--- config.mk ---
export PLATFORM = sky130hd
export DESIGN_NAME = matrix_mult_unit_flat
export DESIGN_NICKNAME = d
export VERILOG_FILES = /design/src/rtl/mat_pkg.sv /design/src/rtl/matrix_mult_unit_if.sv /design/src/rtl/mat_dot4.sv /design/src/rtl/matrix_mult_unit.sv /design/src/flat_wrapper.sv
export SDC_FILE = /design/constraint.sdc
export NUM_CORES = 2
export LEC_CHECK = 0
export BUFFER_PORTS_ARGS = -buffer_cell sky130_fd_sc_hd__buf_2
export CAP_MARGIN = 10
export CORE_AREA = 2 2 427 429
export CTS_CLUSTER_DIAMETER = 60
export DETAILED_ROUTE_END_ITERATION = 7
export DIE_AREA = 0 0 429 431
export MAX_ROUTING_LAYER = met4
export PLACE_DENSITY_LB_ADDON = 0.3
export SETUP_SLACK_MARGIN = 0.2
export SLEW_MARGIN = 0
export SYNTH_ARGS = -nofsm -noshare
export SYNTH_HDL_FRONTEND = slang
export SYNTH_SLANG_ARGS = --single-unit
--- constraint.sdc ---
create_clock -name clk -period 11.6 [get_ports clk]
set_input_delay 2.32 -clock clk [delete_from_list [all_inputs] [get_ports clk]]
set_output_delay 2.32 -clock clk [all_outputs]
set_load 0.02 [all_outputs]
--- src/rtl/mat_pkg.sv ---
// Shared constants, FSM state type and element access for the 4x4 matrix multiplier.
package mat_pkg;

    localparam int DATA_W = 16;
    localparam int DIM    = 4;
    localparam int MAT_W  = DIM * DIM * DATA_W;
    localparam int ROW_W  = DIM * DATA_W;
    localparam int IDX_W  = $clog2(DIM * DIM);

    typedef enum logic [2:0] {
        ST_IDLE,
        ST_LOAD,
        ST_COMP,
        ST_DONE,
        ST_HOLD
    } state_t;

    // Element [row][col] of a row-major packed matrix.
    function automatic logic [DATA_W-1:0] elem(input logic [MAT_W-1:0] mat,
                                               input logic [1:0] row,
                                               input logic [1:0] col);
        return mat[(int'(row) * DIM + int'(col)) * DATA_W +: DATA_W];
    endfunction

endpackage

--- src/rtl/matrix_mult_unit_if.sv ---
// Request/response bus between the execution engine and the matrix unit.
interface matrix_mult_unit_if;
    import mat_pkg::*;

    logic             enable;
    logic             RW;
    logic             matDecide;
    logic [MAT_W-1:0] dataInBus;
    logic [MAT_W-1:0] dataOut;
    logic             fleg;
    logic             busy;

    modport master (
        output enable, RW, matDecide, dataInBus,
        input  dataOut, fleg, busy
    );

    modport slave (
        input  enable, RW, matDecide, dataInBus,
        output dataOut, fleg, busy
    );

endinterface

--- src/rtl/mat_dot4.sv ---
// Combinational dot product of one row and one column, truncated to DATA_W bits.
module mat_dot4
    import mat_pkg::*;
(
    input  logic [ROW_W-1:0]  i_row,
    input  logic [ROW_W-1:0]  i_col,
    output logic [DATA_W-1:0] o_sum
);

    // Multiply-accumulate across the lanes; all arithmetic wraps at DATA_W bits.
    always_comb begin
        o_sum = '0;
        for (int k = 0; k < DIM; k++) begin
            o_sum = o_sum + i_row[k*DATA_W +: DATA_W] * i_col[k*DATA_W +: DATA_W];
        end
    end

endmodule

--- src/rtl/matrix_mult_unit.sv ---
// 4x4 matrix multiply stage: operand writes, then one product element per clock.
//
// state | meaning
// IDLE  | waiting for an enable request
// LOAD  | operand captured, completion pulse
// COMP  | computing element idx of A x B
// DONE  | product published to dataOut, completion pulse
// HOLD  | waiting for enable to drop before the next request
module matrix_mult_unit
    import mat_pkg::*;
(
    input  logic              clk,
    input  logic              RESET,
    matrix_mult_unit_if.slave bus
);

    localparam logic [IDX_W-1:0] IDX_LAST = IDX_W'(DIM * DIM - 1);

    state_t            r_state;
    state_t            w_state_nxt;
    logic [IDX_W-1:0]  r_idx;
    logic [MAT_W-1:0]  r_mat_a;
    logic [MAT_W-1:0]  r_mat_b;
    logic [MAT_W-1:0]  r_acc;
    logic [MAT_W-1:0]  r_dout;
    logic [MAT_W-1:0]  w_acc_nxt;
    logic [ROW_W-1:0]  w_row;
    logic [ROW_W-1:0]  w_col;
    logic [DATA_W-1:0] w_dot;
    logic              w_accept;

    assign w_accept = (r_state == ST_IDLE) && bus.enable;

    // State register.
    always_ff @(posedge clk) begin
        if (RESET) begin
            r_state <= ST_IDLE;
        end else begin
            r_state <= w_state_nxt;
        end
    end

    // Next-state decode; a held enable parks the unit in HOLD.
    always_comb begin
        w_state_nxt = r_state;
        case (r_state)
            ST_IDLE: if (bus.enable) w_state_nxt = bus.RW ? ST_LOAD : ST_COMP;
            ST_LOAD: w_state_nxt = ST_HOLD;
            ST_COMP: if (r_idx == IDX_LAST) w_state_nxt = ST_DONE;
            ST_DONE: w_state_nxt = ST_HOLD;
            ST_HOLD: if (!bus.enable) w_state_nxt = ST_IDLE;
            default: w_state_nxt = ST_IDLE;
        endcase
    end

    // Select row idx/DIM of A and column idx%DIM of B for the current element.
    always_comb begin
        w_row = r_mat_a[r_idx[IDX_W-1:IDX_W/2] * ROW_W +: ROW_W];
        w_col = '0;
        for (int k = 0; k < DIM; k++) begin
            w_col[k*DATA_W +: DATA_W] = elem(r_mat_b, 2'(k), r_idx[IDX_W/2-1:0]);
        end
    end

    mat_dot4 u_dot (
        .i_row (w_row),
        .i_col (w_col),
        .o_sum (w_dot)
    );

    // Accumulator with the current element merged in, so the last element
    // reaches dataOut on the same edge as the other fifteen.
    always_comb begin
        w_acc_nxt = r_acc;
        w_acc_nxt[r_idx * DATA_W +: DATA_W] = w_dot;
    end

    // Operand capture, element accumulation and product publication.
    always_ff @(posedge clk) begin
        if (RESET) begin
            r_mat_a <= '0;
            r_mat_b <= '0;
            r_acc   <= '0;
            r_dout  <= '0;
            r_idx   <= '0;
        end else begin
            if (w_accept) begin
                r_idx <= '0;
                if (bus.RW) begin
                    if (bus.matDecide) r_mat_b <= bus.dataInBus;
                    else               r_mat_a <= bus.dataInBus;
                end
            end
            if (r_state == ST_COMP) begin
                r_acc <= w_acc_nxt;
                r_idx <= r_idx + 1'b1;
                if (r_idx == IDX_LAST) r_dout <= w_acc_nxt;
            end
        end
    end

    assign bus.dataOut = r_dout;
    assign bus.fleg    = (r_state == ST_LOAD) || (r_state == ST_DONE);
    assign bus.busy    = (r_state == ST_LOAD) || (r_state == ST_COMP) || (r_state == ST_DONE);

endmodule
--- src/flat_wrapper.sv ---
// flat-port wrapper written by rule: the top's interface ports become plain ports
module matrix_mult_unit_flat import mat_pkg::*;
  (clk, RESET, bus_enable, bus_RW, bus_matDecide, bus_dataInBus, bus_dataOut, bus_fleg, bus_busy);
  matrix_mult_unit_if bus_i ();
  input  logic clk;
  input  logic RESET;
  input wire logic [$bits(bus_i.enable)-1:0] bus_enable;
  input wire logic [$bits(bus_i.RW)-1:0] bus_RW;
  input wire logic [$bits(bus_i.matDecide)-1:0] bus_matDecide;
  input wire logic [$bits(bus_i.dataInBus)-1:0] bus_dataInBus;
  output wire logic [$bits(bus_i.dataOut)-1:0] bus_dataOut;
  output wire logic [$bits(bus_i.fleg)-1:0] bus_fleg;
  output wire logic [$bits(bus_i.busy)-1:0] bus_busy;
  assign bus_i.enable = bus_enable;
  assign bus_i.RW = bus_RW;
  assign bus_i.matDecide = bus_matDecide;
  assign bus_i.dataInBus = bus_dataInBus;
  assign bus_dataOut = bus_i.dataOut;
  assign bus_fleg = bus_i.fleg;
  assign bus_busy = bus_i.busy;
  matrix_mult_unit u_core (.clk(clk), .RESET(RESET), .bus(bus_i));
endmodule
==> results_dict.tcl <==
set metrics [dict create \
    outcome "finished, final reports clean" \
    post-route-period-util_pct 87.6 \
    hold_viol_final 0 \
    core.rowCount 156 \
    min_period_ns 10.16 \
    worst_slew_pin_slew_ns 1.36 \
    die-width_um 429 \
    cts_inserted_buffers 117 \
    ios 519 \
    yosysTopAreaCell "dfxtp_1" \
    clock_latency_ns 0.81 \
    synth_top_family_by_area "simple AND/OR/NAND/NOR gates" \
    final-max-slew-violation-count 0 \
    via_per_inst 5.26 \
    die_area_um2 185000 \
    p_leak_nw 25.7 \
    drtIter0Drc 5229 \
    drtPass1Iterations 6 \
    rrSetupSlack_ns 1.44 \
    cts.clk_slew.worst_paths_ns 0.06 \
    fin_cells 9626 \
    fin_skew_ns 0.0706 \
    vias 50600 \
    synth-compound-area-share_pct 12.2 \
    start_util_pct 31.9 \
    cp_slowest_cell "dfxtp_4" \
    yosys_register_bits 1031 \
    synth_top_flop_cell "dfxtp_1" \
    max_slew_margin_pct 8.84 \
    crit_path_end_kind "flop" \
    placedCellCount 9394 \
    core-area_um2 180000 \
    peakVddDrop_mv 0.123 \
    synth.distinct_cells 53 \
    cts_tree "done" \
    critical-path-top-delay-family "adder cells" \
    drc_errors 0 \
    synth-async-reset-ratio_pct 0 \
    syn_to_final_growth_pct 14.4 \
    h-tree-depth 3 \
    ctsResizeCount 0 \
    hp-class "flop to flop" \
    grt_pass1_wl_um 340000 \
    rsz0062_at_grt "false" \
    antenna_found_initial 28 \
    maxCapViolCount 0 \
    cp_max_fo 31 \
    port_buffers 518 \
    syn_inst 6901 \
    place.detailed.hpwl_um 181000 \
    post-synth-top-count-cell "nand2_1" \
    cts_setup_buffers 0 \
    avgSynthCellArea_um2 8.32 \
    die_y_um 431 \
    routabilityCongestion 0.978 \
    grt_max_degree 197 \
    yosys_warnings 0 \
    fmax_mhz 98.4 \
    crit_top_cell "fa_1" \
    finalPower_mw 7.96 \
    nets 7976 \
    yosys.area_share.xor_xnor_pct 2.10 \
    yosys.area.top_type_share_pct 35.9 \
    synth_edf_count 0 \
    yosys-top-cells-count "1791 x nand2_1, 1031 x dfxtp_1, 805 x a21oi_1" \
    cts.path.max_buffers 3 \
    drive_above_1_share_pct 12.8 \
    overflow 0 \
    setup-tns-final_ns 0 \
    yosysSeqAreaShare_pct 35.9 \
    syn-cell-area_um2 57400 \
    max_stage_delay_ns 0.82 \
    synthesis.nets 7734 \
    synth_top_cells_by_area "dfxtp_1 36%, fa_1 14%, nand2_1 12%" \
    synthMuxAreaShare_pct 5.32 \
    crit_path_start_kind "flop" \
    synthAdderAreaFrac_pct 17.6 \
    arrival_ns 10.81 \
    clockRootBuffer "clkbuf_16" \
    cp.required_ns 12.24 \
    drtAntennaViolNets 0 \
    synthSimpleGateAreaFrac_pct 20.3 \
    setup_viol 0 \
    power_density_nw_per_um2 121 \
    wl_um 237000 \
    cts_sinks 1031 \
    cts_hold_buf 0 \
    wire_per_inst_um 24.6 \
    path_class "flop to flop" \
    grt_pass1_vias 48400 \
    grt_usage_pct 25.7 \
    critical_path_buf_inv_count 4 \
]
## cell families after synthesis
family / count (synthesis)
DFF: 1031
muxes: 145
AOI/OAI and AO/OA: 1215
xor gates and xnor gates: 135
and+or+nand+nor: 2811
buffers and inverters: 992
adders and majority gates: 572
## layout by cell type (no fill, tap or decap), drive strengths merged, types with 30 or more instances in the layout
master  Yosys  routed
nand3      30      30
buf        46     597
nand2    1793    1793
fa        390     390
inv       517     529
xnor2     112     112
dfxtp    1031    1031
a311oi     86      86
mux4      128     128
a211oi    111     111
and2      305     305
a21oi     805     805
clkbuf    428     167
o211ai     43      43
ha        182     182
nor2      554     554
o21ai     100     100
nor3       55      55
## flip-flops by register name, summed over array words and instances (netlist names)
register and count:
u_core.bus.dataOut 256, u_core.r_acc 256, u_core.r_mat_a 256, u_core.r_mat_b 256
u_core.r_idx 4, u_core.r_state 3
## final cells by class
type / count / area (µm²)
inverters: 518 / 1940
diodes: 23 / 57.6
fillers: 18700 / 114000
clock buffers: 167 / 3340
flip-flops and latches: 1031 / 20700
clock inverters: 42 / 419
repair buffers: 597 / 3300
well taps: 2370 / 2970
multi-input cells: 4878 / 33000
## routing by layer
metal,wire [µm],share of wire (%),vias to the layer above,global-route usage (%)
met4,15800,6.6,0,14.8
met1,97900,41,25200,33.0
li1,-,-,22800,-
met3,17300,7.3,472,3.57
met2,106000,45,2145,38.9
met5,0,0,-,-
## power breakdown
part / switching (mW) / leakage [nW] / internal [mW] / total (mW)
Sequential: 0.0651 / 8.33 / 3.60 / 3.67
Clock: 1.63 / 1.85 / 2.05 / 3.68
Combinational: 0.442 / 15.5 / 0.170 / 0.613
Total: 2.14 / 25.7 / 5.83 / 7.96
## per-stage QoR
stage                     util, %  hold WS [ns]  worst slack (ns)  instance area [µm²]
after detailed placement     34.4         0.440              1.49                61900
after global placement       34.4         0.432              1.50                61900
after global routing         36.5         0.467              1.01                65700
after floorplan                 -         0.427              2.66                57400
final                        36.5         0.452              1.44                65700
after CTS                    36.4         0.453              1.47                65700
## worst paths after layout
path	from	endpoint	depth (start not counted)
min	u_core.r_acc[94]	u_core.r_acc[94]	2
max reg2reg	u_core.r_idx[0]	u_core.r_acc[79]	26
max	u_core.r_idx[0]	u_core.r_acc[79]	26
min reg2reg	u_core.r_acc[94]	u_core.r_acc[94]	2
## worst min-delay path, stage by stage, from the launching register on
cell and delay (ns):
dfxtp_1 0.31, nand2_1 0.05, a21oi_1 0.05
Note: power is estimated with default switching activity, not from simulation.
